### src/rtl/uart_axis_tx.sv
// UART transmitter fed by an AXI4-Stream slave port: one word per handshake,
// framed as start, LSB-first data, optional parity and stop bit(s) on tx.
module uart_axis_tx #(
  parameter int    CLK_FREQ  = 50_000_000,
  parameter int    BAUD      = 115200,
  parameter int    DATA_BITS = 8,
  parameter string PARITY    = "even",
  parameter int    STOP_BITS = 1
) (
  input  logic                 clk,
  input  logic                 rst,
  input  logic [DATA_BITS-1:0] s_axis_tdata,
  input  logic                 s_axis_tvalid,
  output logic                 s_axis_tready,
  output logic                 tx,
  output logic                 busy
);

  localparam int BAUD_DIV = CLK_FREQ / BAUD;
  localparam int CW       = $clog2(BAUD_DIV) + 1;
  localparam int BW       = $clog2(DATA_BITS) + 1;
  localparam bit HAS_PAR  = (PARITY != "none");
  localparam bit ODD_PAR  = (PARITY == "odd");

  localparam logic [CW-1:0] BAUD_LAST = CW'(BAUD_DIV - 1);
  localparam logic [BW-1:0] DATA_LAST = BW'(DATA_BITS - 1);
  localparam logic [BW-1:0] STOP_LAST = BW'(STOP_BITS - 1);

  localparam logic [2:0] IDLE   = 3'd0;
  localparam logic [2:0] START  = 3'd1;
  localparam logic [2:0] DATA   = 3'd2;
  localparam logic [2:0] PAR    = 3'd3;
  localparam logic [2:0] STOP   = 3'd4;

  logic [2:0]           state_reg, state_next;
  logic [CW-1:0]        baud_reg, baud_next;
  logic [BW-1:0]        bit_reg, bit_next;
  logic [DATA_BITS-1:0] shift_reg, shift_next;
  logic                 par_reg, par_next;
  logic                 tx_reg, tx_next;
  logic                 bit_end;

  assign s_axis_tready = (state_reg == IDLE) && !rst;
  assign busy          = (state_reg != IDLE);
  assign tx            = tx_reg;
  assign bit_end       = (baud_reg == BAUD_LAST);

  always_comb begin
    state_next = state_reg;
    baud_next  = baud_reg;
    bit_next   = bit_reg;
    shift_next = shift_reg;
    par_next   = par_reg;
    tx_next    = tx_reg;

    // Every non-idle state times its bit with the same free-running divider.
    if (state_reg != IDLE) begin
      baud_next = bit_end ? '0 : baud_reg + 1'b1;
    end

    case (state_reg)
      IDLE: begin
        baud_next = '0;
        bit_next  = '0;
        tx_next   = 1'b1;
        if (s_axis_tvalid && s_axis_tready) begin
          shift_next = s_axis_tdata;
          par_next   = ODD_PAR ? ~^s_axis_tdata : ^s_axis_tdata;
          state_next = START;
          tx_next    = 1'b0;
        end
      end
      START: begin
        if (bit_end) begin
          state_next = DATA;
          tx_next    = shift_reg[0];
          shift_next = shift_reg >> 1;
          bit_next   = '0;
        end
      end
      DATA: begin
        if (bit_end) begin
          if (bit_reg == DATA_LAST) begin
            bit_next = '0;
            if (HAS_PAR) begin
              state_next = PAR;
              tx_next    = par_reg;
            end else begin
              state_next = STOP;
              tx_next    = 1'b1;
            end
          end else begin
            tx_next    = shift_reg[0];
            shift_next = shift_reg >> 1;
            bit_next   = bit_reg + 1'b1;
          end
        end
      end
      PAR: begin
        if (bit_end) begin
          state_next = STOP;
          tx_next    = 1'b1;
          bit_next   = '0;
        end
      end
      STOP: begin
        tx_next = 1'b1;
        if (bit_end) begin
          if (bit_reg == STOP_LAST) begin
            state_next = IDLE;
            bit_next   = '0;
          end else begin
            bit_next = bit_reg + 1'b1;
          end
        end
      end
      default: begin
        state_next = IDLE;
        tx_next    = 1'b1;
        baud_next  = '0;
        bit_next   = '0;
      end
    endcase
  end

  always_ff @(posedge clk or posedge rst) begin
    if (rst) begin
      state_reg <= IDLE;
      baud_reg  <= '0;
      bit_reg   <= '0;
      shift_reg <= '0;
      par_reg   <= 1'b0;
      tx_reg    <= 1'b1;
    end else begin
      state_reg <= state_next;
      baud_reg  <= baud_next;
      bit_reg   <= bit_next;
      shift_reg <= shift_next;
      par_reg   <= par_next;
      tx_reg    <= tx_next;
    end
  end

endmodule

### config.mk
export PLATFORM = sky130hd
export DESIGN_NAME = uart_axis_tx
export DESIGN_NICKNAME = d
export VERILOG_FILES = /design/src/rtl/uart_axis_tx.sv
export SDC_FILE = /design/constraint.sdc
export NUM_CORES = 1
export LEC_CHECK = 0
export ABC_AREA = 0
export BUFFER_PORTS_ARGS = -buffer_cell sky130_fd_sc_hd__buf_2
export CAP_MARGIN = 20
export CORE_MARGIN = 3
export CORE_UTILIZATION = 46
export DETAILED_ROUTE_END_ITERATION = 6
export PLACE_DENSITY_LB_ADDON = 0.3
export SYNTH_ARGS = -nofsm -noshare
export SYNTH_HDL_FRONTEND = slang
export SYNTH_SLANG_ARGS = --single-unit
### constraint.sdc
create_clock -name clk -period 3.42 [get_ports clk]
set_clock_uncertainty 0.1 [all_clocks]
set_input_delay 0.684 -clock clk [delete_from_list [all_inputs] [get_ports clk]]
set_output_delay 0.684 -clock clk [all_outputs]
set_load 0.1 [all_outputs]
==> results of run 1 <==
==> power by group <==
part	internal (mW)	leakage, nW	switching, mW
sequential	0.325	0.334	0.00305
combinational	0.0245	0.403	0.0204
clock	0.0447	0.0139	0.0956
==> kinds of logic after synthesis <==
kind of cell	Yosys count	synth area share
buffers and inverters	10	0.02600
AO/OA/AOI/OAI	18	0.09457
flip-flops	27	0.4263
adder cells (fa/ha/maj)	4	0.03152
XOR/XNOR	18	0.09929
multiplexers	17	0.1198
AND/OR/NAND/NOR	53	0.2025
==> layout make-up <==
cell class | instances | share of cell area
clock buffer | 3 | 0.01288
clock inverter | 1 | 0.004292
inverter | 6 | 0.01288
multi-input combinational | 110 | 0.4986
sequential | 27 | 0.3870
tap | 44 | 0.03147
timing repair buffer | 14 | 0.05293
==> worst reg2reg max path, cell delays in order (launching register included) <==
cell and delay (ns):
sky130_fd_sc_hd__dfrtp_1 0.42, sky130_fd_sc_hd__inv_1 0.06, sky130_fd_sc_hd__ha_1 0.14, sky130_fd_sc_hd__nor3b_4 0.29, sky130_fd_sc_hd__nand3_4 0.17, sky130_fd_sc_hd__a211oi_4 0.49, sky130_fd_sc_hd__mux2_2 0.40
==> metal layers <==
metal / GRT usage / vias to the layer above / routed length [um]
li1: - / 547 / -
met1: 0.1885 / 530 / 1317
met2: 0.2656 / 11 / 1312
met3: 0.04159 / 2 / 73
met4: 0.01583 / 0 / 15
met5: 0 / - / 0
==> synth_stat cells (all sizes together), types with 2 or more instances <==
library cell,instances,area (um2)
a211oi,2,27.53
a21oi,2,10.01
a22o,2,17.52
a31oi,2,12.51
and2,5,31.28
buf,3,15.01
dfrtp,26,650.6
ha,4,50.05
inv,6,22.52
mux2,16,180.2
nand2,4,15.01
nand2b,3,18.77
nand3,4,32.53
nand3b,2,15.01
nand4,4,25.02
nor2,18,70.07
nor2b,2,12.51
nor3b,2,26.28
o21ai,2,10.01
xnor2,10,87.58
xor2,8,70.07
==> final timing paths <==
check / start / to / slack, ns / cells past startpoint
worst min register to register: baud_reg[0] / baud_reg[0] / 0.40 / 1
worst max register to register: baud_reg[1] / shift_reg[2] / 1.26 / 6
worst max-delay path: state_reg[2] / s_axis_tready / 0.78 / 3
min in group clk: baud_reg[0] / baud_reg[0] / 0.40 / 1
max in group asynchronous: rst / shift_reg[2] / 2.67 / 3
worst min-delay path: rst / par_reg / 0.17 / 2
==> summary by stage, run 1 <==
Floorplan
The top-level I/O count is 14. The floorplan step defined a die boundary enclosing 4193 um2. The vertical die dimension is 64.75 um. The region available for standard cell placement spans 3178 um2. The number of placement rows is 20. The die span in x is 64.75 um. For this configuration, the core starts out at a cell density of 0.4996.

STA
The headroom to the max-slew limit is 0.6772. The transition at the pin with the smallest max-transition slack is 0.4875 ns. Dividing the final minimum period by the clock period gives 0.7706. For this run, the top clock speed supported by timing is 0.3794 GHz. Hold is met by 0.1670 ns.

The number of max-slew violations in the final report is 0. The setup-violating endpoint count in the final report is 0. In the post-route analysis, the smallest setup slack over all paths is a little under 0.8 ns.

The accumulated negative setup slack is 0 ns. The number of hold violations in the final report was 0. The final period demand of the worst path is between 2 and 3 ns. Setup repair after global routing left no endpoint under its margin.

Yosys
The mean area per synthesized cell is 10.80 um2. When the netlist entered floorplanning its net count stood at between 150 and 200. Synthesis produced a netlist whose cell count is between 100 and 150. The number of distinct standard cells referenced by the synthesized netlist is 45. Of all flip-flops after synthesis, the portion carrying an async set or reset was 1.000. The synthesized design contains 0 enable-type register cells. The synthesized design contains 27 register bits. The most used flip-flop cell after synthesis is sky130_fd_sc_hd__dfrtp_1. The total number of yosys warnings is 0. The synthesized netlist occupies a cell area of between 1500 and 2000 um2. The part of the Yosys area used for sequential elements is 0.4263.

Final layout
The sequential standard cell area is 676.9 um2. The library cells used most frequently in the layout, excluding fill and tap cells, are 26 x sky130_fd_sc_hd__dfrtp_1, 16 x sky130_fd_sc_hd__mux2_2, 16 x sky130_fd_sc_hd__nor2_1, 13 x sky130_fd_sc_hd__buf_2, 10 x sky130_fd_sc_hd__xnor2_1. The area occupied by multi-input gates is ~870 um2. The count of filler cells inserted in the layout is 284. The final core utilization is 0.5504. The non-filler instance count after layout is 205.

The net count of the finished layout is 177. The finished cells cover ~1700 um2. The repair_antennas step left the layout with diodes totalling 0. The share of final-layout standard cells stronger than drive strength 1 is 0.2671. The library cell used most frequently in the layout, excluding fill and tap cells, is sky130_fd_sc_hd__dfrtp_1. The signed area change from the synthesized netlist to the final layout is 10.17%. The register with the most flip-flops in the layout has 10 of them.

Critical path
On the critical path, the stage with the largest delay is an instance of sky130_fd_sc_hd__dfrtp_1. The type of destination of the critical path is an output port. Walking the worst path, the cells encountered are or3_1 > nor2_2 > buf_2. In this run the worst path has a maximum fanout of 12. The worst path buffer plus inverter count is 1. Among cell families on the critical path, the largest total delay comes from simple AND/OR/NAND/NOR gates. Data on the critical path is required at its endpoint by roughly 2.6 ns. The type of the setup path with the least slack is flop to output port.

STA classifies the critical path startpoint as a flop. STA puts the critical path data arrival time at 1.85 ns. The longest individual stage delay on the worst path is between 0.5 and 0.6 ns.

Pwr
Summing internal, switching and leakage power gives just over 0.5 mW. The maximum VDD drop is ~0.25 mV. The power per standard cell area is 293.5 nW/um2. The analysis attributes to cell leakage a power of between 0.7 and 0.8 nW.

Global route
The number of global-route vias before repair was roughly 1,200. For this run, the total global-route usage over all layers was measured as 0.1505. The number of antenna violations at the first check in global routing is 0.

After global routing the overflow that remains totals 0. The first-pass GRT wire length is 5099 um. Entering global routing, the biggest net connects 28 pins.

Clock network
The post-cts hold buffer count is 0. In this run the number of H-tree levels came out at 1. The root buffer cell chosen for the clock tree is sky130_fd_sc_hd__clkbuf_4. The maximum number of buffers from clock root to sink is 2. TritonCTS built the clock tree. For this design, the sink count on the clock tree is 27. The clock-pin slew reported for the worst setup and hold paths after clock tree synthesis is approximately 0.15 ns.

The clock latency on the worst-skew pair is 0.32 ns. The number of buffers created by CTS is 3. Buffers added to address setup during post-CTS repair amount to 0. The quantity of gates resized following cts is 0.

Placed design
Routability-driven placement finished with a final weighted congestion of ~0.81. Detailed placement ended at an HPWL of 2074 um. Summing all placed instances gives a cell area of 1692 um2. The cell total after placement is 200. The count of input and output buffers is 13. OpenSTA, run right after detailed placement, puts the worst setup slack at 1.165 ns.

Routing
The average detailed-routed wire length per instance is 13.26 um. Summing over every cut layer, the via total after detailed routing is 1,090. Using the TritonRoute via totals, the vias-per-cell ratio works out to 5.317.

The number of violations reported at the end of detailed-routing iteration 0 is 58. The number of iterations in the first detailed-routing pass is 4. Summed over all layers, the routed wires come to 2719 um. For this run, design rule violations remaining after detail routing come to 0. The remaining antenna violation count is 0.

Outcome
The flow ran to the end, and the final reports show no timing, DRC or antenna violations.

Worst hold path
The path type of the worst min-delay path is input port to async pin.

Job
Across the run, the number of max-cap violations was 0.
Note: power is estimated with default switching activity, not from simulation.
==> run 2, diff against run 1 <==
==> constraint.sdc (replaced) <==
create_clock -name clk -period 2.5 [get_ports clk]
set_clock_uncertainty 0.1 [all_clocks]
set_input_delay 0.5 -clock clk [delete_from_list [all_inputs] [get_ports clk]]
set_output_delay 0.5 -clock clk [all_outputs]
set_load 0.1 [all_outputs]
==> summary by stage, run 2 (synthesis results as in run 1) <==
Outcome
Status: completed (unchanged).

Routing
The number of vias in the routed layout came to 1,128 (was 1,090). The remaining antenna violation count is 0 (unchanged). The total length of routed wires is 3034 um (was 2719 um). The number of remaining DRC errors is 0 (unchanged). The average detailed-routed wire length per instance is 14.66 um (was 13.26 um). The number of iterations in the first detailed-routing pass came to 4 (unchanged). The ratio of routed vias to standard cells came to 5.449 (was 5.317). The number of violations reported at the end of detailed-routing iteration 0 is 63 (was 58).

STA
The worst path in the final design needs a cycle of 2.429 ns, including I/O delays and setup. The final hold slack is 0.1340 ns (was 0.1670 ns). The number of max-slew violations in the final report is 0 (unchanged). The setup-violating endpoint count in the final report is 0 (unchanged). The accumulated negative setup slack is 0 ns (unchanged). The headroom to the max-slew limit is 0.6789 (was 0.6772). The number of hold violations in the final report was 0 (unchanged).

RSZ-0062 raised after global routing: no (unchanged). The upper clock frequency limit is 0.4116 GHz. The fraction of the cycle the final worst path needs is 0.9717. The transition at the pin with the smallest max-transition slack is 0.4812 ns (was 0.4875 ns).

Final layout
The layout net count is 179 (was 177). The area occupied by multi-input gates is 878.3 um2 (was 872.1 um2). The count of filler cells inserted in the layout is 296 (was 284). The sequential standard cell area is 676.9 um2 (unchanged). The share of final-layout standard cells stronger than drive strength 1 is 0.2822 (was 0.2671). The leading cell type in the layout, fill and taps excluded is sky130_fd_sc_hd__dfrtp_1 (unchanged). The number of antenna cells inserted is 0 (unchanged). The flip-flop count of the largest register after layout came to 10 (unchanged). Most frequent cells in the layout: 26 x sky130_fd_sc_hd__dfrtp_1, 16 x sky130_fd_sc_hd__mux2_2, 16 x sky130_fd_sc_hd__nor2_1, 12 x sky130_fd_sc_hd__buf_2, 10 x sky130_fd_sc_hd__xnor2_1 (was 26 x sky130_fd_sc_hd__dfrtp_1, 16 x sky130_fd_sc_hd__mux2_2, 16 x sky130_fd_sc_hd__nor2_1, 13 x sky130_fd_sc_hd__buf_2, 10 x sky130_fd_sc_hd__xnor2_1). The signed area change from the synthesized netlist to the final layout is 10.24% (was 10.17%).

Clock network
The maximum number of buffers from clock root to sink is 2 (unchanged). The number of setup buffers added after CTS is 0 (unchanged). The TritonCTS sink count is 27 (unchanged). The CTS tree is done (unchanged). The number of buffers created by CTS is 3 (unchanged).

The quantity of gates resized following cts came to 1 (was 0). The H-tree level count is 1 (unchanged). The clock latency on the worst-skew pair is 0.33 ns (was 0.32 ns). The library cell used as clock root buffer is sky130_fd_sc_hd__clkbuf_4 (unchanged).

The post-cts hold buffer count is 0 (unchanged). The clock-pin slew reported for the worst setup and hold paths after clock tree synthesis came to 0.15 ns (about the same).

Worst hold path
The path type of the worst min-delay path is input port to async pin (unchanged).

Floorplan
The die outline area came to 4193 um2 (unchanged). The number of placement rows was 20 (unchanged). The standard cell core area is 3178 um2 (unchanged).

The initial cell density of the core is 0.4996 (unchanged). The vertical die dimension is 64.75 um (unchanged). The top-level I/O count is 14 (unchanged).

The die span in x is 64.75 um (unchanged).

Job
The max-cap violation count was 0 (unchanged).

Placed design
The count of input and output buffers was 13 (unchanged). The post-DP HPWL is 2284 um (was 2074 um). The routability congestion estimate is 0.8306 (was 0.8126).

Global route
The leftover overflow at the end of global routing is 0 (unchanged). The number of global-route vias before repair was 1,183 (was 1,170). The first-pass GRT wire length was 5416 um (was 5099 um).

The pin count of the biggest net entering global routing came to 28 (unchanged). The total track usage is 0.1629 (was 0.1505). The number of antenna violations at the first check in global routing was 0 (unchanged).

Pwr
The maximum VDD drop was 0.3377 mV (was 0.2487 mV). The power per standard cell area is 400.1 nW/um2 (was 293.5 nW/um2). The leakage power total is 0.7568 nW (was 0.7516 nW).

Critical path
The type of destination of the critical path was an output port (unchanged). The data arrival at the endpoint of the critical path is 1.83 ns (was 1.85 ns). The maximum fanout encountered on the critical timing path is 12 (unchanged). The data required time of the critical path is 1.90 ns (was 2.64 ns). The type of element launching the critical path is a flop (unchanged). The type of the setup path with the least slack is flop to output port (unchanged).
-- run 2: changes by cell type in the layout (fill, tap and decap cells not counted), sizes merged --
cell	previous run	this run
buf	14	16
clkinv	0	1
clkinvlp	1	0
-- run 2: stage by stage --
step	power, mW	util	area, um2	setup slack, ns	cells
after detailed placement	0.5155	0.5413	1720	0.3402	203
after floorplan	0.4949	-	1597	0.001179	147
after global placement	0.5134	0.5413	1720	0.3637	203
final	0.7004	0.5508	1750	0.07064	207
after CTS	0.7087	0.5508	1750	0.07842	207
after global routing	0.7329	0.5508	1750	0.006823	207
-- run 2: area by class of cell --
| cell class | instances | area share |
|---|---|---|
| Tap cell | 44 | 0.03145 |
| Clock buffer | 3 | 0.01287 |
| Sequential cell | 27 | 0.3867 |
| Timing Repair Buffer | 16 | 0.05147 |
| Clock inverter | 1 | 0.002859 |
| Multi-Input combinational cell | 110 | 0.5018 |
| Inverter | 6 | 0.01287 |
-- run 2: layer usage --
layer	routed length [um]	part of all wire	track usage	vias up
met3	87	0.029	0.03813	6
li1	-	-	-	548
met1	1416	0.47	0.2049	552
met2	1473	0.49	0.2708	22
met5	0	0	0	-
met4	57	0.019	0.06069	0
-- run 2: final timing paths --
check	startpoint	to	slack, ns	depth (start not counted)
worst max-delay path	state_reg[1]	s_axis_tready	0.07	3
worst min-delay path	rst	par_reg	0.13	3
worst max register to register	bit_reg[1]	shift_reg[5]	0.37	5
worst min register to register	baud_reg[0]	baud_reg[0]	0.40	1
max in group asynchronous	rst	tx	1.87	3
min in group clk	baud_reg[0]	baud_reg[0]	0.40	1
-- run 2: worst max-delay path: stages (launching register included) --
cell and delay [ns]:
sky130_fd_sc_hd__dfrtp_1 0.54, sky130_fd_sc_hd__or3_2 0.56, sky130_fd_sc_hd__nor2_4 0.12, sky130_fd_sc_hd__buf_4 0.28
-- run 2: power breakdown --
part	leakage, nW	switching (mW)	internal, mW	total [mW]
logic	0.405	0.0272	0.0302	0.0574
clock network	0.0177	0.134	0.0601	0.194
registers	0.334	0.00431	0.445	0.449
